## config.mk

```make
export PLATFORM = sky130hd
export DESIGN_NAME = spi_frame_master
export DESIGN_NICKNAME = d
export VERILOG_FILES = /design/src/rtl/spi_cmd_pkg.sv /design/src/rtl/spi_byte_shifter.sv /design/src/rtl/spi_frame_master.sv
export SDC_FILE = /design/constraint.sdc
export NUM_CORES = 1
export LEC_CHECK = 0
export BUFFER_PORTS_ARGS = -buffer_cell sky130_fd_sc_hd__buf_2
export CAP_MARGIN = 0
export CORE_AREA = 2 2 164 166
export CTS_BUF_LIST = sky130_fd_sc_hd__clkbuf_4 sky130_fd_sc_hd__clkbuf_8 sky130_fd_sc_hd__clkbuf_16
export DETAILED_ROUTE_END_ITERATION = 16
export DIE_AREA = 0 0 166 168
export GPL_TIMING_DRIVEN = 0
export PLACE_DENSITY = 0.71
export SETUP_SLACK_MARGIN = 0.5
export SYNTH_ARGS = -nofsm -noshare
export SYNTH_HDL_FRONTEND = slang
export SYNTH_HIERARCHICAL = 1
export SYNTH_SLANG_ARGS = --single-unit
```

## constraint.sdc

```tcl
create_clock -name sysclk -period 4.6 [get_ports sysclk]
set_input_delay 0.92 -clock sysclk [delete_from_list [all_inputs] [get_ports sysclk]]
set_output_delay 0.92 -clock sysclk [all_outputs]
set_load 0.005 [all_outputs]
```

## src/rtl/spi_cmd_pkg.sv

```systemverilog
// spi_cmd_pkg: command opcodes, status marker and frame states shared across the SPI command link
package spi_cmd_pkg;
  localparam int BUF_LEN = 15;
  localparam int CMD_RW_BIT = 7;
  localparam logic CMD_READ = 1'b1;
  localparam logic CMD_WRITE = 1'b0;
  localparam logic [1:0] STATUS_MARKER = 2'b10;
  typedef enum logic [6:0] {
    UPDATE_MTRS     = 7'h00,
    ENCODER_COUNT   = 7'h11,
    HALL_COUNT      = 7'h12,
    DUTY_CYCLE      = 7'h13,
    VERSION         = 7'h14,
    TOGGLE_MOTOR_EN = 7'h30
  } opcode_t;
  typedef enum logic [2:0] {IDLE, SETUP, XFER, HOLD, GAP} state_t;
endpackage

```

## src/rtl/spi_byte_shifter.sv

```systemverilog
// spi_byte_shifter: mode-0 SCK timing and MSB-first byte shift with synchronised MISO capture
module spi_byte_shifter #(
  parameter int DATA_WIDTH = 8,
  parameter int CLK_DIV = 4
) (
  input  logic                  sysclk,
  input  logic                  rst_n,
  input  logic                  load,
  input  logic [DATA_WIDTH-1:0] load_data,
  input  logic                  en,
  input  logic [DATA_WIDTH-1:0] next_data,
  input  logic                  miso,
  output logic                  sck,
  output logic                  mosi,
  output logic                  byte_done,
  output logic [DATA_WIDTH-1:0] rx_byte
);
  localparam int DW = $clog2(CLK_DIV);
  localparam int BW = $clog2(DATA_WIDTH);
  logic [DW-1:0] div_cnt;
  logic [BW-1:0] bit_cnt;
  logic [DATA_WIDTH-1:0] sh;
  logic [1:0] miso_sync;
  logic phase_end, fall, last_bit;
  assign phase_end = en && div_cnt == DW'(CLK_DIV - 1);
  assign fall = phase_end && sck;
  assign last_bit = bit_cnt == BW'(DATA_WIDTH - 1);
  // the next byte is taken at the falling edge that ends the current one, so there is no inter-byte gap
  always_ff @(posedge sysclk or negedge rst_n)
    if (!rst_n) begin
      div_cnt <= '0;
      bit_cnt <= '0;
      sh <= '0;
      miso_sync <= '0;
      sck <= 1'b0;
      mosi <= 1'b0;
      byte_done <= 1'b0;
      rx_byte <= '0;
    end else begin
      miso_sync <= {miso_sync[0], miso};
      byte_done <= fall && last_bit;
      if (load) begin
        div_cnt <= '0;
        bit_cnt <= '0;
        sck <= 1'b0;
        mosi <= load_data[DATA_WIDTH-1];
        sh <= load_data << 1;
      end else if (en) begin
        div_cnt <= phase_end ? '0 : div_cnt + DW'(1);
        if (phase_end) sck <= !sck;
        if (fall) rx_byte <= {rx_byte[DATA_WIDTH-2:0], miso_sync[1]};
        if (fall) begin
          bit_cnt <= last_bit ? '0 : bit_cnt + BW'(1);
          mosi <= last_bit ? next_data[DATA_WIDTH-1] : sh[DATA_WIDTH-1];
          sh <= (last_bit ? next_data : sh) << 1;
        end
      end
    end
endmodule

```

## src/rtl/spi_frame_master.sv

```systemverilog
// spi_frame_master: SPI mode-0 initiator issuing one command frame and capturing the status-prefixed response
module spi_frame_master #(
  parameter int DATA_WIDTH = 8,
  parameter int BUF_LEN = 15,
  parameter int CLK_DIV = 4,
  parameter int CS_SETUP = 2,
  parameter int CS_HOLD = 2,
  parameter int IDLE_GAP = 4
) (
  input  logic                  sysclk,
  input  logic                  rst_n,
  input  logic                  start,
  input  logic [DATA_WIDTH-1:0] cmd,
  input  logic [3:0]            tx_len,
  input  logic                  wr_en,
  input  logic [3:0]            wr_addr,
  input  logic [DATA_WIDTH-1:0] wr_data,
  input  logic [3:0]            rd_addr,
  output logic [DATA_WIDTH-1:0] rd_data,
  output logic                  busy,
  output logic                  done,
  output logic                  len_err,
  output logic                  frame_err,
  output logic [DATA_WIDTH-1:0] status,
  output logic                  spi_ncs,
  output logic                  spi_sck,
  output logic                  spi_mosi,
  input  logic                  spi_miso
);
  import spi_cmd_pkg::*;
  localparam int CW = 16;
  state_t state, state_d;
  logic [CW-1:0] cnt, lim, xfer_len;
  logic [3:0] n, byte_idx, nxt;
  logic [DATA_WIDTH-1:0] tx_buf [BUF_LEN];
  logic [DATA_WIDTH-1:0] rx_buf [BUF_LEN];
  logic [DATA_WIDTH-1:0] next_data, rx_byte;
  logic accept, last, frame_end, byte_done;
  assign busy = state != IDLE;
  assign rd_data = 32'(rd_addr) < BUF_LEN ? rx_buf[rd_addr] : '0;
  always_comb begin
    accept = state == IDLE && start && 32'(tx_len) < BUF_LEN;
    xfer_len = CW'(2 * CLK_DIV * DATA_WIDTH) * CW'(n);
    lim = state == SETUP ? CW'(CS_SETUP - 1) : state == XFER ? xfer_len - CW'(1) :
          state == HOLD ? CW'(CS_HOLD - 1) : CW'(IDLE_GAP - 1);
    last = cnt == lim;
    state_d = state == IDLE ? (accept ? SETUP : IDLE) : !last ? state :
              state == SETUP ? XFER : state == XFER ? HOLD : state == HOLD ? GAP : IDLE;
    frame_end = state == HOLD && last;
    nxt = byte_idx + 4'd1;
    next_data = nxt < n ? tx_buf[nxt] : '0;
  end
  always_ff @(posedge sysclk or negedge rst_n)
    if (!rst_n) begin
      state <= IDLE;
      cnt <= '0;
      n <= '0;
      byte_idx <= '0;
      spi_ncs <= 1'b1;
      done <= 1'b0;
      len_err <= 1'b0;
      frame_err <= 1'b0;
      status <= '0;
      for (int i = 0; i < BUF_LEN; i++) begin
        tx_buf[i] <= '0;
        rx_buf[i] <= '0;
      end
    end else begin
      state <= state_d;
      cnt <= (state_d != state || state == IDLE) ? '0 : cnt + CW'(1);
      spi_ncs <= state_d == IDLE || state_d == GAP;
      done <= frame_end;
      len_err <= state == IDLE && start && !accept;
      if (accept) begin
        tx_buf[0] <= cmd;
        n <= tx_len + 4'd1;
        byte_idx <= '0;
      end else if (byte_done) byte_idx <= nxt;
      if (wr_en && state == IDLE && wr_addr != '0 && 32'(wr_addr) < BUF_LEN) tx_buf[wr_addr] <= wr_data;
      if (byte_done) rx_buf[byte_idx] <= rx_byte;
      if (frame_end) begin
        status <= rx_buf[0];
        frame_err <= rx_buf[0][DATA_WIDTH-1 -: 2] != STATUS_MARKER;
      end
    end
  spi_byte_shifter #(.DATA_WIDTH(DATA_WIDTH), .CLK_DIV(CLK_DIV)) u_shifter (
    .sysclk(sysclk),
    .rst_n(rst_n),
    .load(accept),
    .load_data(cmd),
    .en(state == XFER),
    .next_data(next_data),
    .miso(spi_miso),
    .sck(spi_sck),
    .mosi(spi_mosi),
    .byte_done(byte_done),
    .rx_byte(rx_byte)
  );
endmodule

```

==> results.sh <==
export IMPL_ys_ff_latch=304
export IMPL_worst_slew_pin_slew_ps=1090
export IMPL_synth_top_family_by_area="multiplexers"
export IMPL_comb_power_share=0.026
export IMPL_switching_share=0.208
export IMPL_seq_area_frac_synth=0.538
export IMPL_design_area_mm2=0.0161
export IMPL_rsz0062_at_grt="no"
export IMPL_area_delta_synth_final_pct=14.0
export IMPL_layout_commonest_cell="dfrtp_1"
export IMPL_io_buffers=51
export IMPL_drt_iter0_drc=459
export IMPL_overflow=0
export IMPL_cts_sinks=304
export IMPL_power_switching_mw=1.15
export IMPL_antenna_found_initial=1
export IMPL_ctsHoldBuffers=0
export IMPL_worst_setup_path_type="in -> out"
export IMPL_synth_compound_area_frac=0.0262
export IMPL_power_leakage_nw=7.86
export IMPL_synth_fa_ha_area_frac=0.0115
export IMPL_synth_edf_count=0
export IMPL_syn_area_mm2=0.0142
export IMPL_holdWs_ps=349
export IMPL_finalPower_mw=5.55
export IMPL_p_clk_frac=0.490
export IMPL_required_ps=3680
export IMPL_cap_viol_max_count=0
export IMPL_drc=0
export IMPL_timing_final_crit_share=0.857
export IMPL_ant_nets=0
export IMPL_grt_pass1_vias=9102
export IMPL_insertion_delay_ps=500
export IMPL_initial_utilization=0.537
export IMPL_grt_total_usage=0.224
export IMPL_dp_final_hpwl_mm=20.4
export IMPL_antennaDiodeCount=0
export IMPL_dpl_cell_count=1395
export IMPL_cts_buffer_depth=3
export IMPL_core_area_mm2=0.0264
export IMPL_hold_viol=0
export IMPL_fp_dieW_um=166
export IMPL_cts_tree="done"
export IMPL_dr_pass1_iters=5
export IMPL_hold_path_class="reg -> reg"
export IMPL_worstPathArrival_ps=3020
export IMPL_rows=60
export IMPL_syn_avg_cell_area_um2=14.2
export IMPL_syn_num_nets=1045
export IMPL_synth_cells=999
export IMPL_fmax_mhz=254
export IMPL_fin_nets=1138
export IMPL_routed_wl_mm=30.3
export IMPL_synthSimpleGateAreaFrac=0.0690
export IMPL_relSlewSlack=0.269
export IMPL_tns_ps=0
export IMPL_routedWlPerCell_um=20.8
export IMPL_status="completed"
export IMPL_fin_worst_skew_ps=10.5
export IMPL_vias=8585
export IMPL_root_buffer="clkbuf_16"
export IMPL_drive_above_1_share=0.410
export IMPL_ios=56
export IMPL_place_gp_congestion=0.772
export IMPL_synth_xor_area_frac=0.0158
export IMPL_die_h_um=168
export IMPL_async_flop_share=1.00
export IMPL_final_cell_mix="303 x dfrtp_1, 248 x mux2_2, 68 x nand2_1"
export IMPL_h_tree_depth=2
export IMPL_dieArea_mm2=0.0279
export IMPL_setup_viol=0
export IMPL_cp_max_fo=10
export IMPL_drv_slew=0
export IMPL_p_per_area_mw_per_mm2=344
export IMPL_via_per_inst=5.90
export IMPL_grt_max_degree=124
export IMPL_cts_made_buffers=34
export IMPL_critPathCaptureType="output port"
export IMPL_cell_internal_pwr_mw=4.40
export IMPL_grt_pass1_wl_mm=49.4
export IMPL_rrSetupSlack_ps=690
export IMPL_finalNonFillerCells=1454
export IMPL_seqPwrFrac=0.483
export IMPL_synthFlopType="dfrtp_1"
export IMPL_synth_cell_types=56
export IMPL_final_min_clock_period_ps=3940
export IMPL_path_clk_slew_ps=60
export IMPL_dpl_cell_area_mm2=0.0149
export IMPL_ir_worst_vdd_mv=0.320
export IMPL_synth_warnings=6
export IMPL_muxShareOfSynthArea=0.319
export IMPL_cp_start_kind="input pin"
## path summary, 6_finish.rpt
kind                                         from                     end  depth (start not counted)
max in group asynchronous                   rst_n              tx_buf[10]                          4
hold reg to reg            u_shifter/miso_sync[0]  u_shifter/miso_sync[1]                          0
min in group asynchronous                   rst_n                  cnt[2]                          2
hold / removal             u_shifter/miso_sync[0]  u_shifter/miso_sync[1]                          0
setup / recovery                       rd_addr[0]              rd_data[2]                          5
setup reg to reg                      byte_idx[0]         u_shifter/sh[1]                         13
## power by group through the flow
stage | logic [mW] | registers, mW | clock network [mW]
2_1_floorplan | 0.0480 | 2.73 | 0
4_1_cts | 0.152 | 2.68 | 2.77
6_report | 0.146 | 2.68 | 2.72
3_5_place_dp | 0.150 | 2.73 | 0
5_1_grt | 0.165 | 2.68 | 2.89
3_3_place_gp | 0.140 | 2.73 | 0
## cell families (layout without fill, tap and decap cells)
kind of cell,count (synthesis),in the layout
AND/OR/NAND/NOR,187,187
AO/OA/AOI/OAI,59,59
flip-flops,304,304
adder cells (fa/ha/maj),13,13
multiplexers,339,339
buffers and inverters,73,187
XOR/XNOR,24,24
## per-stage QoR
| step | setup slack [ps] | util |
|---|---|---|
| finish | 656 | 0.612 |
| global route | 508 | 0.612 |
| CTS | 516 | 0.611 |
| detailed placement | -541 | 0.567 |
| global placement | -3140 | 0.563 |
| floorplan | 833 | - |
## layout make-up
| cell class | count | area [um2] |
|---|---|---|
| fill | 1986 | 10200 |
| sequential | 304 | 7610 |
| multi-input combinational | 622 | 6260 |
| clock buffer | 49 | 1040 |
| tap | 341 | 427 |
| timing repair buffer | 57 | 368 |
| buffer | 61 | 280 |
| clock inverter | 8 | 92.6 |
| inverter | 12 | 45.0 |
## critical path, stage by stage
cell and delay (ps):
clkbuf_1 280, clkdlybuf4s15_2 550, mux4_2 610, mux4_2 500
buf_2 150
## sequential cells by signal, summed over array words and instances, names as in the netlist, 2 cells and up
signal / cells
tx_buf: 120
rx_buf: 120
n: 4
u_shifter/bit_cnt: 3
state: 3
cnt: 16
u_shifter/div_cnt: 2
u_shifter/rx_byte: 8
status: 8
u_shifter/sh: 7
byte_idx: 4
u_shifter/miso_sync: 2
## cells in the mapped netlist, types with 2 or more instances
master       n  area share
dfrtp_1    303        0.54
mux2_2     248        0.20
nand2_1     68       0.018
mux4_2      64        0.10
clkbuf_1    41       0.011
nor2_1      31      0.0082
o21ai_0     30       0.011
mux2i_1     25       0.018
nand3_1     18      0.0064
xor2_1      16      0.0099
ha_1        13       0.011
buf_1       11      0.0029
inv_1       11      0.0029
and2_1      10      0.0044
nand4_1      9      0.0040
nor2b_1      8      0.0035
nor3_1       8      0.0028
a22oi_1      7      0.0037
xnor2_1      7      0.0043
buf_2        6      0.0021
nor3b_1      6      0.0032
a21oi_1      4      0.0014
nand2b_1     4      0.0018
and3_1       3      0.0013
and4_1       3      0.0019
nor4_1       3      0.0013
nor4bb_1     3      0.0021
or4_1        3      0.0016
a211oi_1     2      0.0011
a22o_1       2      0.0012
buf_4        2      0.0011
mux2_4       2      0.0021
nand4bb_1    2      0.0016
o211ai_1     2      0.0011
o31ai_1      2      0.0011
o41ai_1      2      0.0012
## repair_timing
item	in CTS	in global routing
setup buffers	0	0
setup endpoints to repair	16	10
resized for setup	10	6
## per-layer routing
layer  part of all wire  routed length (um)  GRT usage
met3              0.037                1130     0.0360
met4              0.028                 841     0.0711
met5            0.00043                  13          0
met1               0.43               13200      0.302
met2               0.50               15100      0.377
(Power assumes the default switching activity.)
